**config.mk**
```make
export PLATFORM = sky130hd
export DESIGN_NAME = fifo_ram_ctrl
export DESIGN_NICKNAME = d
export VERILOG_FILES = /design/src/rtl/fifo_ram_ctrl.sv
export SDC_FILE = /design/constraint.sdc
export NUM_CORES = 1
export LEC_CHECK = 0
export BUFFER_PORTS_ARGS = -buffer_cell sky130_fd_sc_hd__clkbuf_2
export CORE_AREA = 2 2 70 79
export CTS_CLUSTER_SIZE = 25
export DETAILED_ROUTE_END_ITERATION = 8
export DIE_AREA = 0 0 72 81
export GPL_TIMING_DRIVEN = 0
export HOLD_SLACK_MARGIN = 0.12
export MAX_ROUTING_LAYER = met4
export PLACE_DENSITY_LB_ADDON = 0.3
export RECOVER_POWER = 100
export SLEW_MARGIN = 20
export SYNTH_ARGS = -nofsm -noshare
export SYNTH_HDL_FRONTEND = slang
export SYNTH_SLANG_ARGS = --single-unit
```
**constraint.sdc**
```tcl
create_clock -name clk -period 7 [get_ports clk]
set_input_delay 0.7 -clock clk [delete_from_list [all_inputs] [get_ports clk]]
set_output_delay 0.7 -clock clk [all_outputs]
set_load 0.05 [all_outputs]
```
**src/rtl/fifo_ram_ctrl.sv**
```systemverilog
// FIFO controller sequencing a combinational dual-port RAM: port 0 writes, port 1 reads.
// Provides a valid/ready push side and a first-word-fall-through valid/ready pop side.
module fifo_ram_ctrl #(
  parameter int DATA_WIDTH = 8,
  parameter int ADDR_WIDTH = 8
) (
  input  logic                  clk,
  input  logic                  rst_n,
  input  logic                  flush,
  input  logic                  wr_valid,
  output logic                  wr_ready,
  input  logic [DATA_WIDTH-1:0] wr_data,
  output logic                  rd_valid,
  input  logic                  rd_ready,
  output logic [DATA_WIDTH-1:0] rd_data,
  output logic [ADDR_WIDTH:0]   count,
  output logic                  full,
  output logic                  empty,
  output logic [ADDR_WIDTH-1:0] address_0,
  output logic                  chip_enable_0,
  output logic                  write_read_0,
  output logic [DATA_WIDTH-1:0] data_0,
  output logic [ADDR_WIDTH-1:0] address_1,
  output logic                  chip_enable_1,
  output logic                  write_read_1,
  input  logic [DATA_WIDTH-1:0] data_1
);

  localparam logic [ADDR_WIDTH:0] DEPTH_C = {1'b1, {ADDR_WIDTH{1'b0}}};

  // Handshakes: a push happens on an edge where wr_valid && wr_ready; a pop happens
  // on an edge where rd_valid && rd_ready. Neither ready depends on its own valid.

  logic [ADDR_WIDTH-1:0] wr_ptr_q, wr_ptr_d;
  logic [ADDR_WIDTH-1:0] rd_ptr_q, rd_ptr_d;
  logic [ADDR_WIDTH:0]   committed_q, committed_d;
  logic                  ce0_q, ce0_d;
  logic [ADDR_WIDTH-1:0] addr0_q, addr0_d;
  logic [DATA_WIDTH-1:0] data0_q, data0_d;
  logic                  rd_valid_q, rd_valid_d;
  logic [DATA_WIDTH-1:0] rd_data_q, rd_data_d;

  logic [ADDR_WIDTH:0]   ram_occ;
  logic                  wr_ready_int;
  logic                  push;
  logic                  fetch;
  logic                  pop;

  always_comb begin
    // RAM occupancy includes the word still in the write stage, so wr_ready
    // never relies on a same-cycle pop.
    ram_occ      = committed_q + {{ADDR_WIDTH{1'b0}}, ce0_q};
    wr_ready_int = (ram_occ != DEPTH_C);
    push         = wr_valid && wr_ready_int && !flush;
    fetch        = (committed_q != '0) && (!rd_valid_q || rd_ready) && !flush;
    pop          = rd_valid_q && rd_ready;

    wr_ptr_d    = wr_ptr_q;
    rd_ptr_d    = rd_ptr_q;
    committed_d = committed_q;
    ce0_d       = 1'b0;
    addr0_d     = addr0_q;
    data0_d     = data0_q;
    rd_valid_d  = rd_valid_q;
    rd_data_d   = rd_data_q;

    if (flush) begin
      wr_ptr_d    = '0;
      rd_ptr_d    = '0;
      committed_d = '0;
      addr0_d     = '0;
      data0_d     = '0;
      rd_valid_d  = 1'b0;
      rd_data_d   = '0;
    end else begin
      if (push) begin
        ce0_d    = 1'b1;
        addr0_d  = wr_ptr_q;
        data0_d  = wr_data;
        wr_ptr_d = wr_ptr_q + ADDR_WIDTH'(1);
      end
      // Retire the write-stage word and consume a committed word in one step.
      committed_d = committed_q + {{ADDR_WIDTH{1'b0}}, ce0_q}
                                - {{ADDR_WIDTH{1'b0}}, fetch};
      if (fetch) begin
        rd_data_d  = data_1;
        rd_valid_d = 1'b1;
        rd_ptr_d   = rd_ptr_q + ADDR_WIDTH'(1);
      end else if (pop) begin
        rd_valid_d = 1'b0;
      end
    end
  end

  always_ff @(posedge clk or negedge rst_n) begin
    if (!rst_n) begin
      wr_ptr_q    <= '0;
      rd_ptr_q    <= '0;
      committed_q <= '0;
      ce0_q       <= 1'b0;
      addr0_q     <= '0;
      data0_q     <= '0;
      rd_valid_q  <= 1'b0;
      rd_data_q   <= '0;
    end else begin
      wr_ptr_q    <= wr_ptr_d;
      rd_ptr_q    <= rd_ptr_d;
      committed_q <= committed_d;
      ce0_q       <= ce0_d;
      addr0_q     <= addr0_d;
      data0_q     <= data0_d;
      rd_valid_q  <= rd_valid_d;
      rd_data_q   <= rd_data_d;
    end
  end

  assign wr_ready      = wr_ready_int;
  assign full          = !wr_ready_int;
  assign count         = ram_occ + {{ADDR_WIDTH{1'b0}}, rd_valid_q};
  assign empty         = (count == '0);
  assign rd_valid      = rd_valid_q;
  assign rd_data       = rd_data_q;
  assign address_0     = addr0_q;
  assign chip_enable_0 = ce0_q;
  assign write_read_0  = 1'b1;
  assign data_0        = data0_q;
  // The read strobe drops in every non-fetch cycle so the RAM re-evaluates next time.
  assign address_1     = rd_ptr_q;
  assign chip_enable_1 = fetch;
  assign write_read_1  = 1'b0;

endmodule

```
==> results.json, run 1 <==
{
  "cts_resized": 0,
  "cts.sinks": 51,
  "grt_pass1_wl_um": 9890,
  "ys_warn_count": 0,
  "post_cts_buffers": 0,
  "synth.area.top_cells": "dfrtp_1 45%, mux2i_1 6.1%, xnor2_1 5.6%",
  "wl_per_cell_um": 14.0,
  "finClkSkew_ns": 0.00238,
  "cts_hold_buf": 0,
  "ys_ff_latch": 51,
  "clk_latency_ns": 0.30,
  "r2r_slack_ns": 3.59,
  "grt_pass1_vias": 2214,
  "placed_area_mm2": 0.00322,
  "clockBufferDepth": 2,
  "final_nets": 397,
  "end_kind": "output port",
  "tns_ns": 0,
  "whs_ns": 0.534,
  "hpwlAfterDp_um": 4520,
  "fmax_mhz": 243,
  "arrival_ns": 3.42,
  "period_share_pct": 58.8,
  "cts_tree": "built",
  "via_count": 2337,
  "antenna_found_initial": 0,
  "drt-pass1-iter-count": 5,
  "slowest_stage": "clkbuf_1",
  "clkSlewWorstSetupHoldPaths_ns": 0.08,
  "gp_congestion": 0.876,
  "syn-instance-count": 295,
  "drive_above_1_share_pct": 9.21,
  "cap_violations": 1,
  "ys_types": 43,
  "nFillCells": 459,
  "antenna_left": 0,
  "failed_checks": "max-capacitance violations, max-slew violations",
  "synth_edf_count": 0,
  "start_util_pct": 54.5,
  "final_cell_area_mm2": 0.00319,
  "grt_max_degree": 52,
  "slowest_delay_ns": 0.51,
  "syn_area_per_cell_um2": 9.52,
  "rows": 28,
  "pin_count": 70,
  "die-width_um": 72,
  "synth_largest_area_cell": "dfrtp_1",
  "min_path_type": "register to register",
  "core_area_mm2": 0.00515,
  "path_buf_inv": 2,
  "setup_ws_ns": 2.88,
  "critPathRequiredTime_ns": 6.30,
  "slew_violations": 52,
  "final_core_util_pct": 62.0,
  "drt_iter0_drc": 114,
  "synth.most_common_cell": "dfrtp_1",
  "ys_seq_area_share_pct": 45.4,
  "finalPower_mw": 1.21,
  "cp_top_family": "buffers and inverters",
  "setup_violations": 0,
  "wirelength_um": 5990,
  "start_kind": "register",
  "drc": 0,
  "rsz0062_at_grt": "false",
  "place_ws_ns": 3.37,
  "via_per_inst": 5.45,
  "die_area_mm2": 0.00583,
  "die_h_um": 81,
  "netlist_area_mm2": 0.00281,
  "gr-usage-all-layers_pct": 22.4,
  "p_leak_nw": 1.46,
  "min_period_ns": 4.12,
  "syn-num-nets": 324,
  "path_cells": "ha_1 -> ha_1 -> and3_1 -> clkbuf_1 -> nand3_1 -> xnor2_1 -> nor4_1 -> o21ai_1 -> a2111oi_0 -> clkbuf_1",
  "htree_levels": 2,
  "syn2layout_area_growth_pct": 13.7,
  "crit_type": "register to output port",
  "slew_headroom_pct": -69.8,
  "cts-root-buf": "clkbuf_8",
  "cp_max_fo": 7,
  "synth_commonest_cells": "51 x dfrtp_1, 41 x nor2_1, 28 x nand2_1, 20 x a21oi_1, 18 x xnor2_1",
  "antennaDiodeCount": 0,
  "synth-main-ff-cell": "dfrtp_1",
  "synth_top_area_share_pct": 45.4,
  "worst-slew-pin-transition_ns": 2.55,
  "status": "finished with violations",
  "synthArstFlopShare_pct": 100,
  "overflow": 0,
  "portBuffers": 66,
  "placed_cells": 421,
  "peakVddDrop_mv": 0.188,
  "hold_violations": 0,
  "pwr_density_cell_mw_per_mm2": 378,
  "stdcell_count": 429,
  "numCtsBuffers": 5
}
[final cells by class]
type,instances,area [µm²],area share (%)
clock buffer,8,100,3.13
timing repair buffer,66,270,8.46
buffer,18,85.1,2.66
inverter,7,26.3,0.823
multi-input combinational,219,1360,42.6
sequential,51,1280,40.0
tap,60,75.1,2.35
[power breakdown]
| part | internal [mW] | switching (mW) |
|---|---|---|
| Clock | 0.0902 | 0.0903 |
| Combinational | 0.180 | 0.477 |
| Sequential | 0.340 | 0.0306 |
| Total | 0.610 | 0.598 |
[cells by family after synthesis]
logic type      synth area share, %
simple gates                   21.0
compound gates                 9.13
xor+xnor                       8.11
mux                            6.99
buf+inv                        5.48
other cells                   0.267
fa+ha+maj                      3.56
flops                          45.4
[routing by layer]
| metal | vias to the layer above | global-route usage (%) | share of wire (%) |
|---|---|---|---|
| li1 | 1143 | - | - |
| met1 | 1117 | 26.7 | 43 |
| met2 | 64 | 38.0 | 50 |
| met3 | 13 | 3.85 | 4.6 |
| met4 | 0 | 8.68 | 2.1 |
| met5 | - | - | 0 |
[sequential cells by signal, indices dropped and copies added (netlist names)]
register       cells
address_1          8
committed_q        9
rd_valid           1
chip_enable_0      1
data_0             8
address_0          8
wr_ptr_q           8
rd_data            8
[layout by cell type (no fill, tap or decap), types with 4 or more instances in the layout]
master / netlist / routed
a21oi_1: 20 / 20
clkbuf_1: 8 / 62
clkbuf_2: 0 / 18
clkbuf_8: 0 / 7
dfrtp_1: 51 / 51
ha_1: 8 / 8
inv_1: 7 / 7
mux2i_1: 17 / 17
nand2_1: 28 / 28
nand2b_1: 5 / 5
nand3_1: 10 / 10
nand4_1: 7 / 7
nor2_1: 41 / 41
nor3_1: 9 / 10
o21ai_0: 5 / 6
or3_1: 6 / 6
or4_1: 4 / 4
xnor2_1: 18 / 18
xor2_1: 8 / 8
[tightest hold or removal path: cells and delay by family, from the launching register on]
| kind | cells | cell delay [ns] |
|---|---|---|
| AND/OR/NAND/NOR | 1 | 0.06 |
| AO/OA/AOI/OAI | 1 | 0.06 |
| flip-flops | 1 | 0.39 |
[path summary, 6_finish.rpt]
check	from	endpoint	cells past startpoint
max	chip_enable_0	empty	10
min	rd_data[7]	rd_data[7]	2
max reg2reg	committed_q[4]	committed_q[8]	13
min reg2reg	rd_data[7]	rd_data[7]	2
max in group asynchronous	rst_n	address_1[3]	1
min in group asynchronous	rst_n	address_0[1]	1
Power figures use the tool's default switching activity.
==> inputs of run 2 (changes only) <==
--- a/config.mk
+++ b/config.mk
@@ -6,10 +6,10 @@
 export NUM_CORES = 1
 export LEC_CHECK = 0
 export BUFFER_PORTS_ARGS = -buffer_cell sky130_fd_sc_hd__clkbuf_2
-export CORE_AREA = 2 2 70 79
+export CORE_AREA = 2 2 73 82
 export CTS_CLUSTER_SIZE = 25
 export DETAILED_ROUTE_END_ITERATION = 8
-export DIE_AREA = 0 0 72 81
+export DIE_AREA = 0 0 75 84
 export GPL_TIMING_DRIVEN = 0
 export HOLD_SLACK_MARGIN = 0.12
 export MAX_ROUTING_LAYER = met4
==> constraint.sdc (replaced) <==
create_clock -name clk -period 4 [get_ports clk]
set_input_delay 0.4 -clock clk [delete_from_list [all_inputs] [get_ports clk]]
set_output_delay 0.4 -clock clk [all_outputs]
set_load 0.05 [all_outputs]
==> results.json, run 2 (synthesis gave the netlist of run 1 again) <==
{
  "rows": 29,
  "via_per_inst": 5.24,
  "drive_above_1_share_pct": 9.49,
  "numCtsBuffers": 5,
  "slowest_delay_ns": 0.38,
  "portBuffers": 66,
  "hold_violations": 0,
  "slowest_stage": "nor4_1",
  "path_cells": "ha_1 -> ha_1 -> and3_1 -> clkbuf_1 -> nand3_1 -> xnor2_1 -> nor4_1 -> o21ai_1 -> a2111oi_2 -> clkbuf_2",
  "critPathRequiredTime_ns": 3.60,
  "finClkSkew_ns": 0.00486,
  "final_cell_area_mm2": 0.00320,
  "wirelength_um": 6050,
  "worst-slew-pin-transition_ns": 2.65,
  "wl_per_cell_um": 13.6,
  "p_leak_nw": 1.46,
  "htree_levels": 2,
  "crit_path_frequent_cell": "ha_1",
  "overflow": 0,
  "setup_violations": 0,
  "peakVddDrop_mv": 0.409,
  "via_count": 2335,
  "rsz0062_at_grt": "false",
  "status": "finished with violations",
  "clk_latency_ns": 0.29,
  "die_area_mm2": 0.00630,
  "placed_area_mm2": 0.00324,
  "grt_max_degree": 52,
  "pwr_density_cell_mw_per_mm2": 656,
  "min_period_ns": 3.56,
  "largest_reg_flops": 9,
  "die-width_um": 75,
  "clockBufferDepth": 2,
  "cts_tree": "built",
  "final_common_cell": "clkbuf_1",
  "clkSlewWorstSetupHoldPaths_ns": 0.08,
  "grt_pass1_vias": 2140,
  "antennaDiodeCount": 0,
  "start_util_pct": 50.6,
  "post_cts_buffers": 0,
  "end_kind": "output port",
  "tns_ns": 0,
  "final_nets": 397,
  "finalPower_mw": 2.10,
  "drt_iter0_drc": 79,
  "antenna_left": 0,
  "whs_ns": 0.312,
  "fmax_mhz": 281,
  "die_h_um": 84,
  "pin_count": 70,
  "gp_congestion": 0.904,
  "core_area_mm2": 0.00555,
  "cts-root-buf": "clkbuf_8",
  "slew_headroom_pct": -76.9,
  "gr-usage-all-layers_pct": 21.1,
  "syn2layout_area_growth_pct": 14.0,
  "antenna_found_initial": 0,
  "failed_checks": "max-capacitance violations, max-slew violations",
  "regMostFlops": "committed_q",
  "cts.sinks": 51,
  "final_cell_mix": "62 x clkbuf_1, 51 x dfrtp_1, 41 x nor2_1",
  "cts_hold_buf": 0,
  "arrival_ns": 3.16,
  "final_core_util_pct": 57.7,
  "drc": 0,
  "start_kind": "register",
  "drt-pass1-iter-count": 4,
  "cap_violations": 1,
  "cts_resized": 0,
  "grt_pass1_wl_um": 10000,
  "hpwlAfterDp_um": 4530,
  "period_share_pct": 89.0,
  "slew_violations": 52,
  "min_path_type": "input pin to register",
  "cp_max_fo": 7,
  "crit_type": "register to output port"
}
[run 2: worst paths after layout]
path | slack [ns] | to | start | cells after the start
worst max-delay path | 0.44 | empty | chip_enable_0 | 10
worst min-delay path | 0.31 | rd_data[2] | data_1[2] | 3
worst max register to register | 0.55 | committed_q[6] | committed_q[4] | 13
worst min register to register | 0.52 | address_0[6] | address_0[6] | 2
max in group asynchronous | 1.57 | committed_q[0] | rst_n | 1
min in group asynchronous | 0.93 | address_0[6] | rst_n | 1
[run 2: cell type report]
cell class	count	area, µm²
plain buffers	18	85.1
repair buffers	66	272
clock inverters	1	5.00
flip-flops and latches	51	1280
inverters	7	26.3
fillers	532	2350
multi-input cells	219	1370
well taps	77	96.3
clock buffers	7	76.3
[run 2: report_power, final]
group          total [mW]  switching [mW]  internal [mW]
logic                1.18           0.850          0.327
clock network       0.278           0.155          0.123
registers           0.646          0.0517          0.594
[run 2: per-layer routing]
layer	track usage [%]	vias up	share of wire, %
met5	-	-	0
met4	5.19	0	1.2
met3	4.11	8	4.5
met2	33.1	63	50
met1	28.2	1108	44
li1	-	1156	-
[run 2: critical path, delay by kind of cell (launching register included)]
family | cells | cell delay (ns)
xor+xnor | 1 | 0.23
compound gates | 2 | 0.46
fa+ha+maj | 2 | 0.55
flops | 1 | 0.37
simple gates | 3 | 0.69
buf+inv | 2 | 0.57
[run 2: per-stage QoR]
stage | setup WS (ns) | cells
final | 0.438 | 446
after global routing | 0.0833 | 446
after CTS | 0.424 | 446
after detailed placement | 0.766 | 438
after global placement | 0.843 | 438
after floorplan | 0.115 | 295
==> inputs of run 3 (changes only) <==
--- a/config.mk
+++ b/config.mk
@@ -5,6 +5,7 @@
 export SDC_FILE = /design/constraint.sdc
 export NUM_CORES = 1
 export LEC_CHECK = 0
+export ABC_CLOCK_PERIOD_IN_PS = 4000
 export BUFFER_PORTS_ARGS = -buffer_cell sky130_fd_sc_hd__clkbuf_2
 export CORE_AREA = 2 2 73 82
 export CTS_CLUSTER_SIZE = 25
@@ -13,7 +14,7 @@
 export GPL_TIMING_DRIVEN = 0
 export HOLD_SLACK_MARGIN = 0.12
 export MAX_ROUTING_LAYER = met4
-export PLACE_DENSITY_LB_ADDON = 0.3
+export PLACE_DENSITY = 0.8
 export RECOVER_POWER = 100
 export SLEW_MARGIN = 20
 export SYNTH_ARGS = -nofsm -noshare
==> results.json, run 3 (synthesis gave the netlist of run 1 again) <==
{
  "wirelength_um": 6120,
  "largest_reg_flops": 9,
  "clk_latency_ns": 0.31,
  "clkSlewWorstSetupHoldPaths_ns": 0.09,
  "finClkSkew_ns": 0.00617,
  "start_kind": "register",
  "cts_tree": "built",
  "peakVddDrop_mv": 0.578,
  "dr_wl_met2_um": 2910,
  "cts_resized": 0,
  "die-width_um": 75,
  "min_period_ns": 3.61,
  "cp_max_fo": 7,
  "end_kind": "output port",
  "core_area_mm2": 0.00555,
  "htree_levels": 2,
  "grt_max_degree": 52,
  "drt-pass1-iter-count": 4,
  "cts_hold_buf": 0,
  "antennaDiodeCount": 0,
  "worst-slew-pin-transition_ns": 2.68,
  "min_path_type": "input pin to register",
  "drive_above_1_share_pct": 9.78,
  "overflow": 0,
  "drt_iter0_drc": 74,
  "final_common_cell": "clkbuf_1",
  "hp-start": "data_1[0]",
  "period_share_pct": 90.1,
  "portBuffers": 66,
  "hpwlAfterDp_um": 4500,
  "numCtsBuffers": 5,
  "status": "finished with violations",
  "antenna_found_initial": 0,
  "gr-usage-all-layers_pct": 21.4,
  "cp_top_family": "simple AND/OR/NAND/NOR gates",
  "cts-root-buf": "clkbuf_8",
  "final_core_util_pct": 57.8,
  "setup_ws_ns": 0.395,
  "wirelength_met1_um": 2810,
  "wl_met3_um": 343,
  "setup_violations": 0,
  "die_area_mm2": 0.00630,
  "syn2layout_area_growth_pct": 14.3,
  "slowest_stage": "nor4_1",
  "gp_congestion": 0.885,
  "grt_pass1_vias": 2220,
  "nFillCells": 507,
  "drc": 0,
  "tns_ns": 0,
  "rsz0062_at_grt": "false",
  "clockBufferDepth": 2,
  "via_count": 2328,
  "hold_violations": 0,
  "rr_startpoint": "chip_enable_0",
  "crit_path_frequent_cell": "ha_1",
  "antenna_left": 0,
  "regMostFlops": "committed_q",
  "critPathRequiredTime_ns": 3.60,
  "start_util_pct": 50.6,
  "path_cells": "ha_1 -> ha_1 -> and3_1 -> clkbuf_1 -> nand3_1 -> xnor2_1 -> nor4_1 -> o21ai_1 -> a2111oi_2 -> clkbuf_2",
  "final_cell_mix": "60 x clkbuf_1, 51 x dfrtp_1, 41 x nor2_1",
  "post_cts_buffers": 0,
  "place_ws_ns": 0.734,
  "slew_headroom_pct": -78.4,
  "via_per_inst": 5.23,
  "pwr_density_cell_mw_per_mm2": 660,
  "die_h_um": 84,
  "grt_pass1_wl_um": 10300,
  "cp-startpoint": "chip_enable_0",
  "arrival_ns": 3.21,
  "p_leak_nw": 1.46,
  "final_nets": 397,
  "fmax_mhz": 277,
  "crit_type": "register to output port",
  "failed_checks": "max-capacitance violations, max-slew violations",
  "cap_violations": 1,
  "rows": 29,
  "finalPower_mw": 2.12,
  "path_buf_inv": 2,
  "maxUsedRoutingLayer": "met4",
  "cts.sinks": 51,
  "pin_count": 70,
  "slowest_delay_ns": 0.40,
  "slew_violations": 52,
  "wl_per_cell_um": 13.8
}
run 3: changes by cell type in the layout (fill, tap and decap cells not counted), sizes merged:
| cell | delta |
|---|---|
| clkbuf | -1 |
run 3: final cells by class:
class,instances,area (µm²),share of cell area (%)
plain buffers,18,85.1,2.65
clock buffers,6,82.6,2.57
clock inverters,1,5.00,0.156
inverters,7,26.3,0.819
multi-input cells,219,1370,42.6
flip-flops and latches,51,1280,39.8
well taps,77,96.3,3.00
repair buffers,66,272,8.46
run 3: final timing paths:
path,depth (start not counted),slack [ns],to
max,10,0.39,empty
min,3,0.30,rd_data[0]
max reg2reg,10,0.57,data_0[0]
min reg2reg,2,0.53,rd_data[2]
max in group asynchronous,1,1.55,address_1[6]
min in group asynchronous,1,0.92,data_0[7]
run 3: stage by stage:
step	cell area [µm²]	hold slack [ns]	cells
finish	3210	0.304	445
global route	3210	0.306	445
detailed placement	3240	0.508	438
global placement	3240	0.505	438
CTS	3330	0.178	445
floorplan	2820	0.104	295
run 3: worst reg2reg max path, delay by kind of cell (launching register included):
| family | cells | cell delay [ns] |
|---|---|---|
| buf+inv | 3 | 1.10 |
| compound gates | 2 | 0.75 |
| fa+ha+maj | 2 | 0.53 |
| flops | 1 | 0.39 |
| simple gates | 2 | 0.27 |
| mux | 1 | 0.26 |
run 3: per-layer routing:
metal,track usage (%),vias to the layer above
met5,-,-
met4,5.52,0
met3,4.47,6
met2,32.4,67
met1,29.3,1110
li1,-,1145
run 3: power breakdown:
part,internal (mW),total (mW),switching (mW)
Sequential,0.594,0.648,0.0543
Clock,0.136,0.302,0.166
Combinational,0.326,1.17,0.840
